[src/rtl/cache_fill_if.sv]
// Miss/memory/cache-array signal bundle between the pipeline, memory and the fill controller.
// Latency: none, wires only.
// Backpressure: none; the controller stalls its requester through fsm_busy.
interface cache_fill_if #(
    parameter int WORDS_PER_BLOCK = 8,
    parameter int ADDR_WIDTH      = 16
);
    localparam int OFF_W = $clog2(WORDS_PER_BLOCK);

    logic                  miss_detected;
    logic [ADDR_WIDTH-1:0] miss_address;
    logic                  memory_data_valid;
    logic [15:0]           memory_data;
    logic                  fsm_busy;
    logic                  mem_read_en;
    logic [ADDR_WIDTH-1:0] memory_address;
    logic                  write_data_array;
    logic [OFF_W-1:0]      cache_word_offset;
    logic [15:0]           cache_data;
    logic                  write_tag_array;
    logic                  fill_done;

    // Pipeline/memory side: raises misses, returns words, observes the fill.
    modport master (
        output miss_detected, miss_address, memory_data_valid, memory_data,
        input  fsm_busy, mem_read_en, memory_address, write_data_array,
        input  cache_word_offset, cache_data, write_tag_array, fill_done
    );

    // Fill controller side.
    modport slave (
        input  miss_detected, miss_address, memory_data_valid, memory_data,
        output fsm_busy, mem_read_en, memory_address, write_data_array,
        output cache_word_offset, cache_data, write_tag_array, fill_done
    );
endinterface

[src/rtl/cache_fill_fsm.sv]
// Cache miss fill controller: fetches one block as WORDS_PER_BLOCK 16-bit reads and writes it into the cache.
// Latency: reads issue from the first FILL cycle, one per cycle; tag write in the cycle the last word returns.
// Backpressure: stalls the requester via fsm_busy; memory is never throttled, and returned words are counted by valid.
module cache_fill_fsm #(
    parameter int WORDS_PER_BLOCK = 8,
    parameter int ADDR_WIDTH      = 16
) (
    input  logic       clk,
    input  logic       rst,
    cache_fill_if.slave bus
);
    localparam int OFF_W = $clog2(WORDS_PER_BLOCK);
    localparam int CNT_W = OFF_W + 1;
    localparam int LOW_W = OFF_W + 1;   // byte-offset bits within a block

    typedef enum logic {IDLE = 1'b0, FILL = 1'b1} state_t;

    state_t                state_q;
    state_t                state_d;
    logic [CNT_W-1:0]      issue_cnt;
    logic [OFF_W-1:0]      recv_cnt;
    logic [ADDR_WIDTH-1:0] base;

    logic issuing;
    logic receiving;
    logic last_word;

    assign issuing   = (state_q == FILL) && (issue_cnt < CNT_W'(WORDS_PER_BLOCK));
    assign receiving = (state_q == FILL) && bus.memory_data_valid;
    assign last_word = receiving && (recv_cnt == OFF_W'(WORDS_PER_BLOCK - 1));

    // State register plus issue/receive counters and latched block base.
    always_ff @(posedge clk or posedge rst) begin
        if (rst) begin
            state_q   <= IDLE;
            issue_cnt <= '0;
            recv_cnt  <= '0;
            base      <= '0;
        end else begin
            state_q <= state_d;
            if (state_q == IDLE) begin
                if (bus.miss_detected) begin
                    base      <= {bus.miss_address[ADDR_WIDTH-1:LOW_W], LOW_W'(0)};
                    issue_cnt <= '0;
                    recv_cnt  <= '0;
                end
            end else if (last_word) begin
                issue_cnt <= '0;
                recv_cnt  <= '0;
            end else begin
                if (issuing) begin
                    issue_cnt <= issue_cnt + 1'b1;
                end
                if (receiving) begin
                    recv_cnt <= recv_cnt + 1'b1;
                end
            end
        end
    end

    // Next state: a miss starts a fill; the final returned word ends it.
    always_comb begin
        state_d = state_q;
        case (state_q)
            IDLE:    if (bus.miss_detected) state_d = FILL;
            FILL:    if (last_word)         state_d = IDLE;
            default: state_d = IDLE;
        endcase
    end

    // Outputs: stall, read issue and array writes, all forced low during reset.
    always_comb begin
        bus.fsm_busy          = 1'b0;
        bus.mem_read_en       = 1'b0;
        bus.memory_address    = '0;
        bus.write_data_array  = 1'b0;
        bus.cache_word_offset = '0;
        bus.cache_data        = '0;
        bus.write_tag_array   = 1'b0;
        bus.fill_done         = 1'b0;
        if (!rst) begin
            bus.fsm_busy = (state_q == FILL) || bus.miss_detected;
            if (issuing) begin
                bus.mem_read_en    = 1'b1;
                bus.memory_address = base + (ADDR_WIDTH'(issue_cnt) << 1);
            end
            if (receiving) begin
                bus.write_data_array  = 1'b1;
                bus.cache_word_offset = recv_cnt;
                bus.cache_data        = bus.memory_data;
            end
            if (last_word) begin
                bus.write_tag_array = 1'b1;
                bus.fill_done       = 1'b1;
            end
        end
    end
endmodule

[src/flat_wrapper.sv]
// flat-port wrapper written by rule: the top's interface ports become plain ports
module cache_fill_fsm_flat 
#(
    parameter int WORDS_PER_BLOCK = 8,
    parameter int ADDR_WIDTH      = 16
)
  (clk, rst, bus_miss_detected, bus_miss_address, bus_memory_data_valid, bus_memory_data, bus_fsm_busy, bus_mem_read_en, bus_memory_address, bus_write_data_array, bus_cache_word_offset, bus_cache_data, bus_write_tag_array, bus_fill_done);
  cache_fill_if #(.WORDS_PER_BLOCK(WORDS_PER_BLOCK), .ADDR_WIDTH(ADDR_WIDTH)) bus_i ();
  input  logic clk;
  input  logic rst;
  input wire logic [$bits(bus_i.miss_detected)-1:0] bus_miss_detected;
  input wire logic [$bits(bus_i.miss_address)-1:0] bus_miss_address;
  input wire logic [$bits(bus_i.memory_data_valid)-1:0] bus_memory_data_valid;
  input wire logic [$bits(bus_i.memory_data)-1:0] bus_memory_data;
  output wire logic [$bits(bus_i.fsm_busy)-1:0] bus_fsm_busy;
  output wire logic [$bits(bus_i.mem_read_en)-1:0] bus_mem_read_en;
  output wire logic [$bits(bus_i.memory_address)-1:0] bus_memory_address;
  output wire logic [$bits(bus_i.write_data_array)-1:0] bus_write_data_array;
  output wire logic [$bits(bus_i.cache_word_offset)-1:0] bus_cache_word_offset;
  output wire logic [$bits(bus_i.cache_data)-1:0] bus_cache_data;
  output wire logic [$bits(bus_i.write_tag_array)-1:0] bus_write_tag_array;
  output wire logic [$bits(bus_i.fill_done)-1:0] bus_fill_done;
  assign bus_i.miss_detected = bus_miss_detected;
  assign bus_i.miss_address = bus_miss_address;
  assign bus_i.memory_data_valid = bus_memory_data_valid;
  assign bus_i.memory_data = bus_memory_data;
  assign bus_fsm_busy = bus_i.fsm_busy;
  assign bus_mem_read_en = bus_i.mem_read_en;
  assign bus_memory_address = bus_i.memory_address;
  assign bus_write_data_array = bus_i.write_data_array;
  assign bus_cache_word_offset = bus_i.cache_word_offset;
  assign bus_cache_data = bus_i.cache_data;
  assign bus_write_tag_array = bus_i.write_tag_array;
  assign bus_fill_done = bus_i.fill_done;
  cache_fill_fsm #(.WORDS_PER_BLOCK(WORDS_PER_BLOCK), .ADDR_WIDTH(ADDR_WIDTH)) u_core (.clk(clk), .rst(rst), .bus(bus_i));
endmodule
[config.mk]
export PLATFORM = sky130hd
export DESIGN_NAME = cache_fill_fsm_flat
export DESIGN_NICKNAME = d
export VERILOG_FILES = /design/src/rtl/cache_fill_if.sv /design/src/rtl/cache_fill_fsm.sv /design/src/flat_wrapper.sv
export SDC_FILE = /design/constraint.sdc
export NUM_CORES = 1
export LEC_CHECK = 0
export BUFFER_PORTS_ARGS = -buffer_cell sky130_fd_sc_hd__buf_2
export CAP_MARGIN = 20
export CORE_MARGIN = 5
export CORE_UTILIZATION = 44
export CTS_CLUSTER_DIAMETER = 50
export CTS_CLUSTER_SIZE = 14
export DETAILED_ROUTE_END_ITERATION = 16
export PLACE_DENSITY = 0.8
export SKIP_LAST_GASP = 1
export SLEW_MARGIN = 40
export SYNTH_ARGS = -nofsm -noshare
export SYNTH_HDL_FRONTEND = slang
export SYNTH_SLANG_ARGS = --single-unit
[constraint.sdc]
create_clock -name clk -period 2.1 [get_ports clk]
set_clock_uncertainty 0.15 [all_clocks]
set_input_delay 0.42 -clock clk [delete_from_list [all_inputs] [get_ports clk]]
set_output_delay 0.42 -clock clk [all_outputs]
set_load 0.02 [all_outputs]
## Yosys cells after proc, flatten, opt, wreduce, memory -nomap -nowiden

Cells that the tools add are included.
Widths: inputs -> output; s select.

| operators by class | value |
|---|---|
| $add $sub $neg | 3 |
| bitwise gates (word level) | 1 |
| muxes and demuxes | 24 |
| equality and inequality tests | 3 |
| $lt $le $gt $ge | 1 |
| reductions and logical operators | 8 |

Operators by type and width:

| operator | count |
|---|---|
| $mux 16 | 4 |
| $mux 3 | 6 |
| $add 16x5->16 | 1 |
| $mux 4 | 4 |
| $mux 1 | 9 |
| $ne 3x3->1 const B | 2 |
| $reduce_and 2->1 | 3 |
| $add 4x1->4 const B | 1 |
| $lt 4x4->1 const B | 1 |
| $add 3x1->3 const B | 1 |
| $eq 3x3->1 const B | 1 |
| $logic_and 1x1->1 | 3 |
| $pmux 1 s2 | 1 |
| $reduce_bool 2->1 | 1 |
| $logic_or 1x1->1 | 1 |
| $not 1->1 | 1 |

| word-level totals | value |
|---|---|
| register bits | 20 |
| bits of input ports | 36 |

## Depth between registers and ports, before layout

Gate-level depths: netlist (run 1).

| depth | value |
|---|---|
| word-level depth | 5 |
| depth in mapped cells | 6 |
| mapped depth without buffers | 5 |

## Least setup slack after synthesis (run 1)

Ideal clock, no wire load.

| timing | value |
|---|---|
| path kind | input to output |
| start point | input rst |
| end point | output bus_memory_address[10] |
| arrival | 1677 ps |
| setup slack | -147 ps |
| cell stages on the path | 4 |
| required time | 1530 ps |
| cell sequence | inv_1 -> nand3_1 -> clkbuf_1 -> a21oi_1 |

| on the way | value |
|---|---|
| longest elaborated chain between the ends | 1 |

RTL lines:

| what | line | source |
|---|---|---|
| start, declared | flat_wrapper.sv:10 | `input logic rst;` |
| $mux 16 | cache_fill_fsm.sv:81 | `if (!rst) begin` |
| end, declared | flat_wrapper.sv:17 | `output wire logic [$bits(bus_i.memory_address)-1:0] bus_memory_address;` |

No other way between the ends.

## Worst setup path in the final report (run 1)

| timing | value |
|---|---|
| start point | register u_core.issue_cnt[3] |
| end point | output bus_memory_address[14] |

| on the way | value |
|---|---|
| longest elaborated chain between the ends | 4 |

RTL lines:

| what | line | source |
|---|---|---|
| start, declared | cache_fill_fsm.sv:20 | `logic [CNT_W-1:0] issue_cnt;` |
| start signal, assigned | cache_fill_fsm.sv:52 | `issue_cnt <= issue_cnt + 1'b1;` |
| branches (longest 2 deep; another with $add 16x5->16) | -- |  |
| $mux 16 * | cache_fill_fsm.sv:83 | `if (issuing) begin` |
| $mux 16 * | cache_fill_fsm.sv:81 |  |

Every way passes the cells marked *.

==> results.py, run 1 <==
metrics = {
    "routing": {
        "wl_per_cell_um": 15.2,
        "ant_nets": 0,
        "drt_wl_total_mm": 4.10,
        "remaining_drc_errors": 0,
        "drt_iter0_drc": 102,
        "vias": 1436,
        "vias_per_cell": 5.32,
        "firstDrtPassIters": 4,
    },
    "synthesis": {
        "synth_top_area_cell": "dfrtp_1",
        "ys_seq_area_share_pct": 37.6,
        "synthTopCellsByArea": "dfrtp_1, and2_1, mux2_2",
        "syn_inst": 145,
        "yosys_warnings": 0,
        "ys_types": 32,
        "ys_ff_latch": 20,
        "avgSynthCellArea_um2": 9.18,
        "yosysTopAreaCellShare_pct": 37.6,
        "synthesis.nets": 186,
        "synth_area_um2": 1330,
    },
    "placement": {
        "pre_cts_ws_ps": -20.8,
        "portBuffers": 70,
        "gp_congestion": 0.790,
        "dp_hpwl_mm": 2.64,
    },
    "floorplan": {
        "start_util_pct": 44.7,
        "rows": 20,
        "core_um2": 2980,
        "die_y_um": 65.0,
        "io_pins": 76,
        "dieArea_um2": 4230,
        "die_w_um": 65.0,
    },
    "timing": {
        "final_hold_viol_count": 0,
        "finalSetupViolCount": 16,
        "layout_setup_ws_ps": -271,
        "holdWs_ps": 48.5,
        "fin_crit_sh_pct": 113,
        "timing.fmax_mhz": 422,
        "tns_ps": -2450,
        "rsz0062_at_grt": "yes",
        "slew_violations": 0,
        "period_needed_ps": 2370,
    },
    "grt": {
        "grt_pass1_wl_mm": 5.85,
        "track_usage_pct": 17.2,
        "grt_max_degree": 22,
        "gr-total-overflow": 0,
        "grt_pass1_vias": 1383,
        "antenna_found_initial": 0,
    },
    "cells_and_area": {
        "final_layout_size_suffix_gt1_share_pct": 60.8,
        "antenna_cells": 0,
        "nets": 279,
        "fill_cells": 206,
        "layout_commonest_cell": "buf_2",
        "area_growth_pct": 66.2,
        "utilization_pct": 74.3,
        "final_cell_mix": "buf_2, buf_4, and2_1, dfrtp_1, buf_6",
    },
    "power": {
        "power.share.clock_pct": 11.9,
        "power.density_nw_per_um2": 1220,
        "switching_share_pct": 42.1,
        "switchingPower_mw": 1.14,
        "ir_drop_v": 0.000445,
        "p_leak_nw": 1.05,
        "p_int_mw": 1.57,
        "power_frac_seq_pct": 30.6,
        "combPwrFrac_pct": 57.5,
        "p_total_mw": 2.71,
    },
    "status": {
        "violations": "setup timing",
        "status": "finished, violations left",
    },
    "worst_setup_path": {
        "cp.arrival_ps": 1800,
        "critical-path-top-delay-family": "simple AND/OR/NAND/NOR gates",
        "cp_max_fo": 4,
        "crit_type": "reg -> out",
        "crit_chain": "ha_4, nand3_4, or4_4, a21oi_2, buf_6",
        "crit_cells": 5,
        "cp-start-kind": "flop",
        "cpPeakStageDelay_ps": 500,
        "crit_buf_inv": 1,
        "end_kind": "output port",
        "worst_ep_required_time_ps": 1530,
        "cp_slowest_cell": "or4_4",
        "r2r_cells": 5,
    },
    "clock_network": {
        "insertion_delay_ps": 300,
        "clockBufferDepth": 2,
        "clkTransAtPathRegs_ps": 120,
        "cts_buffers": 3,
        "root_buffer": "clkbuf_4",
        "cts_max_level": 1,
        "ctsHoldBuffers": 0,
        "cts.sinks": 20,
        "cts_tree": "built",
    },
    "job": {
        "drv_cap": 0,
    },
    "hold_path": {
        "hold_class": "in -> async",
    },
}
synthesized netlist by cell type:
cell type	number
xnor2_1	2
o21ai_0	8
nand2_1	7
mux2i_1	2
or4_1	4
ha_1	5
nand3_2	1
o31ai_1	5
xor2_1	2
mux2_2	11
a31oi_1	1
nand3_1	7
clkbuf_1	3
nor2_1	9
nor3_1	1
nand4_4	1
dfrtp_1	20
or3_1	2
buf_4	2
a21boi_1	1
nand4_1	3
inv_1	6
conb_1	1
nand2b_1	2
buf_2	2
and2_1	22
and3_1	1
nor2b_1	2
and3b_1	1
a32o_1	1
o21a_1	2
a21oi_1	8
layout make-up:
class                           instances  area [µm²]  area share (%)
Clock buffer                            3        22.5            1.02
Clock inverter                          1        30.0            1.36
Timing Repair Buffer                   95         647            29.2
Multi-Input combinational cell        112         935            42.3
Sequential cell                        20         505            22.9
Inverter                                6        31.3            1.41
Tap cell                               33        41.3            1.87
metrics by stage:
step / cells / instance area [µm²]
2_1_floorplan: 145 / 1350
3_3_place_gp: 253 / 1790
3_5_place_dp: 253 / 1790
4_1_cts: 259 / 1900
5_1_grt: 270 / 2210
6_report: 270 / 2210
power by group through the flow:
stage,combinational [mW],clock [mW],sequential (mW)
6_report,1.56,0.321,0.829
5_1_grt,1.70,0.341,0.853
4_1_cts,1.12,0.328,0.788
3_5_place_dp,1.05,0,0.786
3_3_place_gp,1.02,0,0.779
2_1_floorplan,0.712,0,0.752
registers in the layout, summed over array words and instances, names as in the netlist:
register          cells
u_core.base          12
u_core.issue_cnt      4
u_core.recv_cnt       3
u_core.state_q        1
cells by family after synthesis:
logic type	synth area share [%]
DFF	37.6
AOI/OAI and AO/OA	11.7
buffers and inverters	4.42
xor gates and xnor gates	2.63
adders and majority gates	4.70
other	0.282
muxes	10.8
and+or+nand+nor	27.8
repair_timing:
action	in CTS	in global routing
gates cloned	0	2
pin swaps	4	11
gates resized for setup	16	56
setup buffers	2	9
endpoints found under the setup margin	13	17
tightest hold or removal path: stages:
cell	delay, ps
buf_2	120
clkinvlp_4	80
buf_4	270
worst paths after layout:
check / slack [ps] / from / end
max: -270 / u_core.issue_cnt[3] / bus_memory_address[14]
min: 50 / rst / u_core.issue_cnt[3]
max reg2reg: 370 / u_core.recv_cnt[0] / u_core.issue_cnt[0]
min reg2reg: 370 / u_core.issue_cnt[2] / u_core.issue_cnt[2]
max in group asynchronous: 1530 / rst / u_core.base[5]
min in group clk: 160 / bus_miss_address[11] / u_core.base[11]
per-layer routing:
layer  global-route usage (%)  share of wire (%)  up-vias
met4                     1.58                  0        0
li1                         -                  -      693
met2                     30.7                 53       78
met1                     21.4                 37      665
met3                     4.51                9.4        0
met5                        0                  0        -
No activity file was read; power rests on OpenSTA's default activity.
==> run 2: changes to the inputs <==
- ABC_AREA: unset -> 1
- CORE_UTILIZATION: 44 -> 45
- SETUP_SLACK_MARGIN: unset -> 0.1
- SKIP_CTS_REPAIR_TIMING: unset -> 1
==> results.py, run 2 <==
metrics = {
    "synthesis": {
        "synth_top_area_cell": "dfrtp_1",
        "ys_seq_area_share_pct": 35.0,
        "syn_inst": 218,
        "synth_edf_count": 0,
        "synth_area_um2": 1430,
        "ys_types": 24,
        "async_flop_share_pct": 100,
        "yosys_warnings": 0,
        "ys_ff_latch": 20,
        "avgSynthCellArea_um2": 6.55,
        "synth_commonest_cells": "nand2_1, nor2_1, dfrtp_1",
        "yosys_most_used_dff": "dfrtp_1",
        "synthesis.nets": 259,
        "yosysMostFrequentCell": "nand2_1",
        "yosysTopAreaCellShare_pct": 35.0,
        "synthTopCellsByArea": "dfrtp_1, nand2_1, nor2_1",
    },
    "cells_and_area": {
        "largest_reg_flops": 12,
        "fin_area_um2": 2000,
        "area_growth_pct": 39.9,
        "final_cell_mix": "nand2_1, buf_2, nor2_1, buf_4, dfrtp_1",
        "reg.largest.list": "u_core.base: 12 flops, u_core.issue_cnt: 4 flops, u_core.recv_cnt: 3 flops",
        "utilization_pct": 65.5,
        "top_register": "u_core.base",
        "antenna_cells": 0,
        "final_layout_size_suffix_gt1_share_pct": 39.9,
        "nets": 333,
        "layout_commonest_cell": "nand2_1",
    },
    "floorplan": {
        "core_um2": 3050,
        "io_pins": 76,
        "dieArea_um2": 4400,
        "rows": 20,
        "start_util_pct": 46.8,
        "die_y_um": 66.4,
        "die_w_um": 66.4,
    },
    "grt": {
        "grt_pass1_vias": 1363,
        "grt_max_degree": 25,
        "gr-total-overflow": 0,
        "grt_pass1_wl_mm": 5.78,
        "track_usage_pct": 16.7,
        "antenna_found_initial": 0,
    },
    "power": {
        "power.density_nw_per_um2": 1170,
        "ir_drop_v": 0.000476,
        "p_leak_nw": 1.07,
    },
    "worst_setup_path": {
        "reg2reg_setup_slack_ps": 560,
        "crit_chain": "ha_4, nand3_4, nor2_4, nand3_2, nand2_1, inv_1, nor2_2, buf_6",
        "worst_ep_required_time_ps": 1530,
        "rr_startpoint": "u_core.recv_cnt[0]",
        "cpPeakStageDelay_ps": 440,
        "cp_max_fo": 4,
        "r2r_end": "u_core.recv_cnt[0]",
        "crit_type": "reg -> out",
        "cp-start-kind": "flop",
        "cp_slowest_cell": "dfrtp_2",
        "cp.arrival_ps": 1550,
        "end_kind": "output port",
        "r2r_cells": 5,
    },
    "hold_path": {
        "hold_class": "in -> reg",
        "hold_path_end": "u_core.base[14]",
        "whs_path_depth": 3,
        "hp-start": "bus_miss_address[14]",
    },
    "placement": {
        "pre_cts_ws_ps": 225,
        "gp_congestion": 0.846,
        "dp_hpwl_mm": 2.82,
        "portBuffers": 70,
        "place_area_um2": 1780,
    },
    "clock_network": {
        "root_buffer": "clkbuf_4",
        "cts_tree": "built",
        "insertion_delay_ps": 290,
        "cts.sinks": 20,
        "cts_max_level": 1,
        "clkTransAtPathRegs_ps": 110,
        "cts_buffers": 3,
        "clockBufferDepth": 2,
    },
    "routing": {
        "wl_per_cell_um": 11.4,
        "vias": 1601,
        "ant_nets": 0,
        "vias_per_cell": 4.78,
        "drt_wl_total_mm": 3.80,
        "drt_iter0_drc": 78,
        "remaining_drc_errors": 0,
        "firstDrtPassIters": 4,
    },
    "timing": {
        "rsz0062_at_grt": "yes",
        "period_needed_ps": 2120,
        "final_hold_viol_count": 0,
        "finalSetupViolCount": 4,
        "holdWs_ps": 162,
        "timing.fmax_mhz": 471,
        "layout_setup_ws_ps": -22.2,
        "slew_violations": 0,
        "fin_crit_sh_pct": 101,
    },
    "job": {
        "drv_cap": 0,
    },
    "status": {
        "violations": "setup timing",
        "status": "finished, violations left",
    },
}
-- run 2: cell count changes after synthesis, moves of 4 or more --
cell / before / now
or4_1: 4 / 0
inv_1: 6 / 15
and2_1: 22 / 0
nor2_2: 0 / 4
o21ai_1: 0 / 6
nand2_1: 7 / 66
nand3_1: 7 / 11
inv_2: 0 / 4
mux2_2: 11 / 0
o31ai_1: 5 / 0
nand2_2: 0 / 4
nor2_1: 9 / 47
-- run 2: how the worst max path moves through the flow --
stage                              startpoint                  endpoint  slack (ps)
after global routing      u_core.issue_cnt[3]    bus_memory_address[15]        -140
after detailed placement                  rst    bus_memory_address[10]         230
after global placement                    rst    bus_memory_address[10]         240
final                          u_core.base[4]    bus_memory_address[13]         -20
after CTS                 u_core.issue_cnt[3]    bus_memory_address[10]        -110
after floorplan                           rst  bus_cache_word_offset[1]         220
-- run 2: metrics by stage --
step | power (mW) | cells | TNS [ps]
3_3_place_gp | 1.86 | 325 | 0
3_5_place_dp | 1.90 | 325 | 0
5_1_grt | 2.54 | 335 | -951
4_1_cts | 2.12 | 329 | -600
2_1_floorplan | 1.61 | 218 | 0
6_report | 2.33 | 335 | -37.4
-- run 2: kinds of logic after synthesis --
kind of cell             count (synthesis)  share of synthesized area (%)
AND/OR/NAND/NOR                        139                           41.9
flip-flops                              20                           35.0
adder cells (fa/ha/maj)                  5                           4.38
AO/OA/AOI/OAI                           24                           8.49
buffers and inverters                   29                           9.98
other                                    1                          0.262
-- run 2: area by class of cell --
cell class | instances | area, µm²
Timing Repair Buffer | 78 | 459
Tap cell | 44 | 55.1
Clock buffer | 4 | 36.3
Multi-Input combinational cell | 169 | 862
Sequential cell | 20 | 507
Inverter | 20 | 80.1
Fill cell | 278 | 1050
-- run 2: routing by layer --
metal	GRT usage, %	vias up	wire length [µm]
li1	-	823	-
met1	23.3	727	1700
met2	26.1	47	1880
met3	2.72	4	186
met4	5.33	0	39
met5	0	-	0
-- run 2: report_power, final --
group          switching [mW]  total, mW  leakage (nW)  internal, mW
clock network           0.111      0.217        0.0210         0.106
logic                   0.781       1.30         0.812         0.514
registers               0.243      0.819         0.239         0.577
total                    1.14       2.33          1.07          1.20
-- run 2: worst max-delay path, delay by kind of cell (launching register included) --
kind	cells	cell delay, ps
buffers and inverters	2	160
adder cells (fa/ha/maj)	1	170
flip-flops	1	440
AND/OR/NAND/NOR	5	490
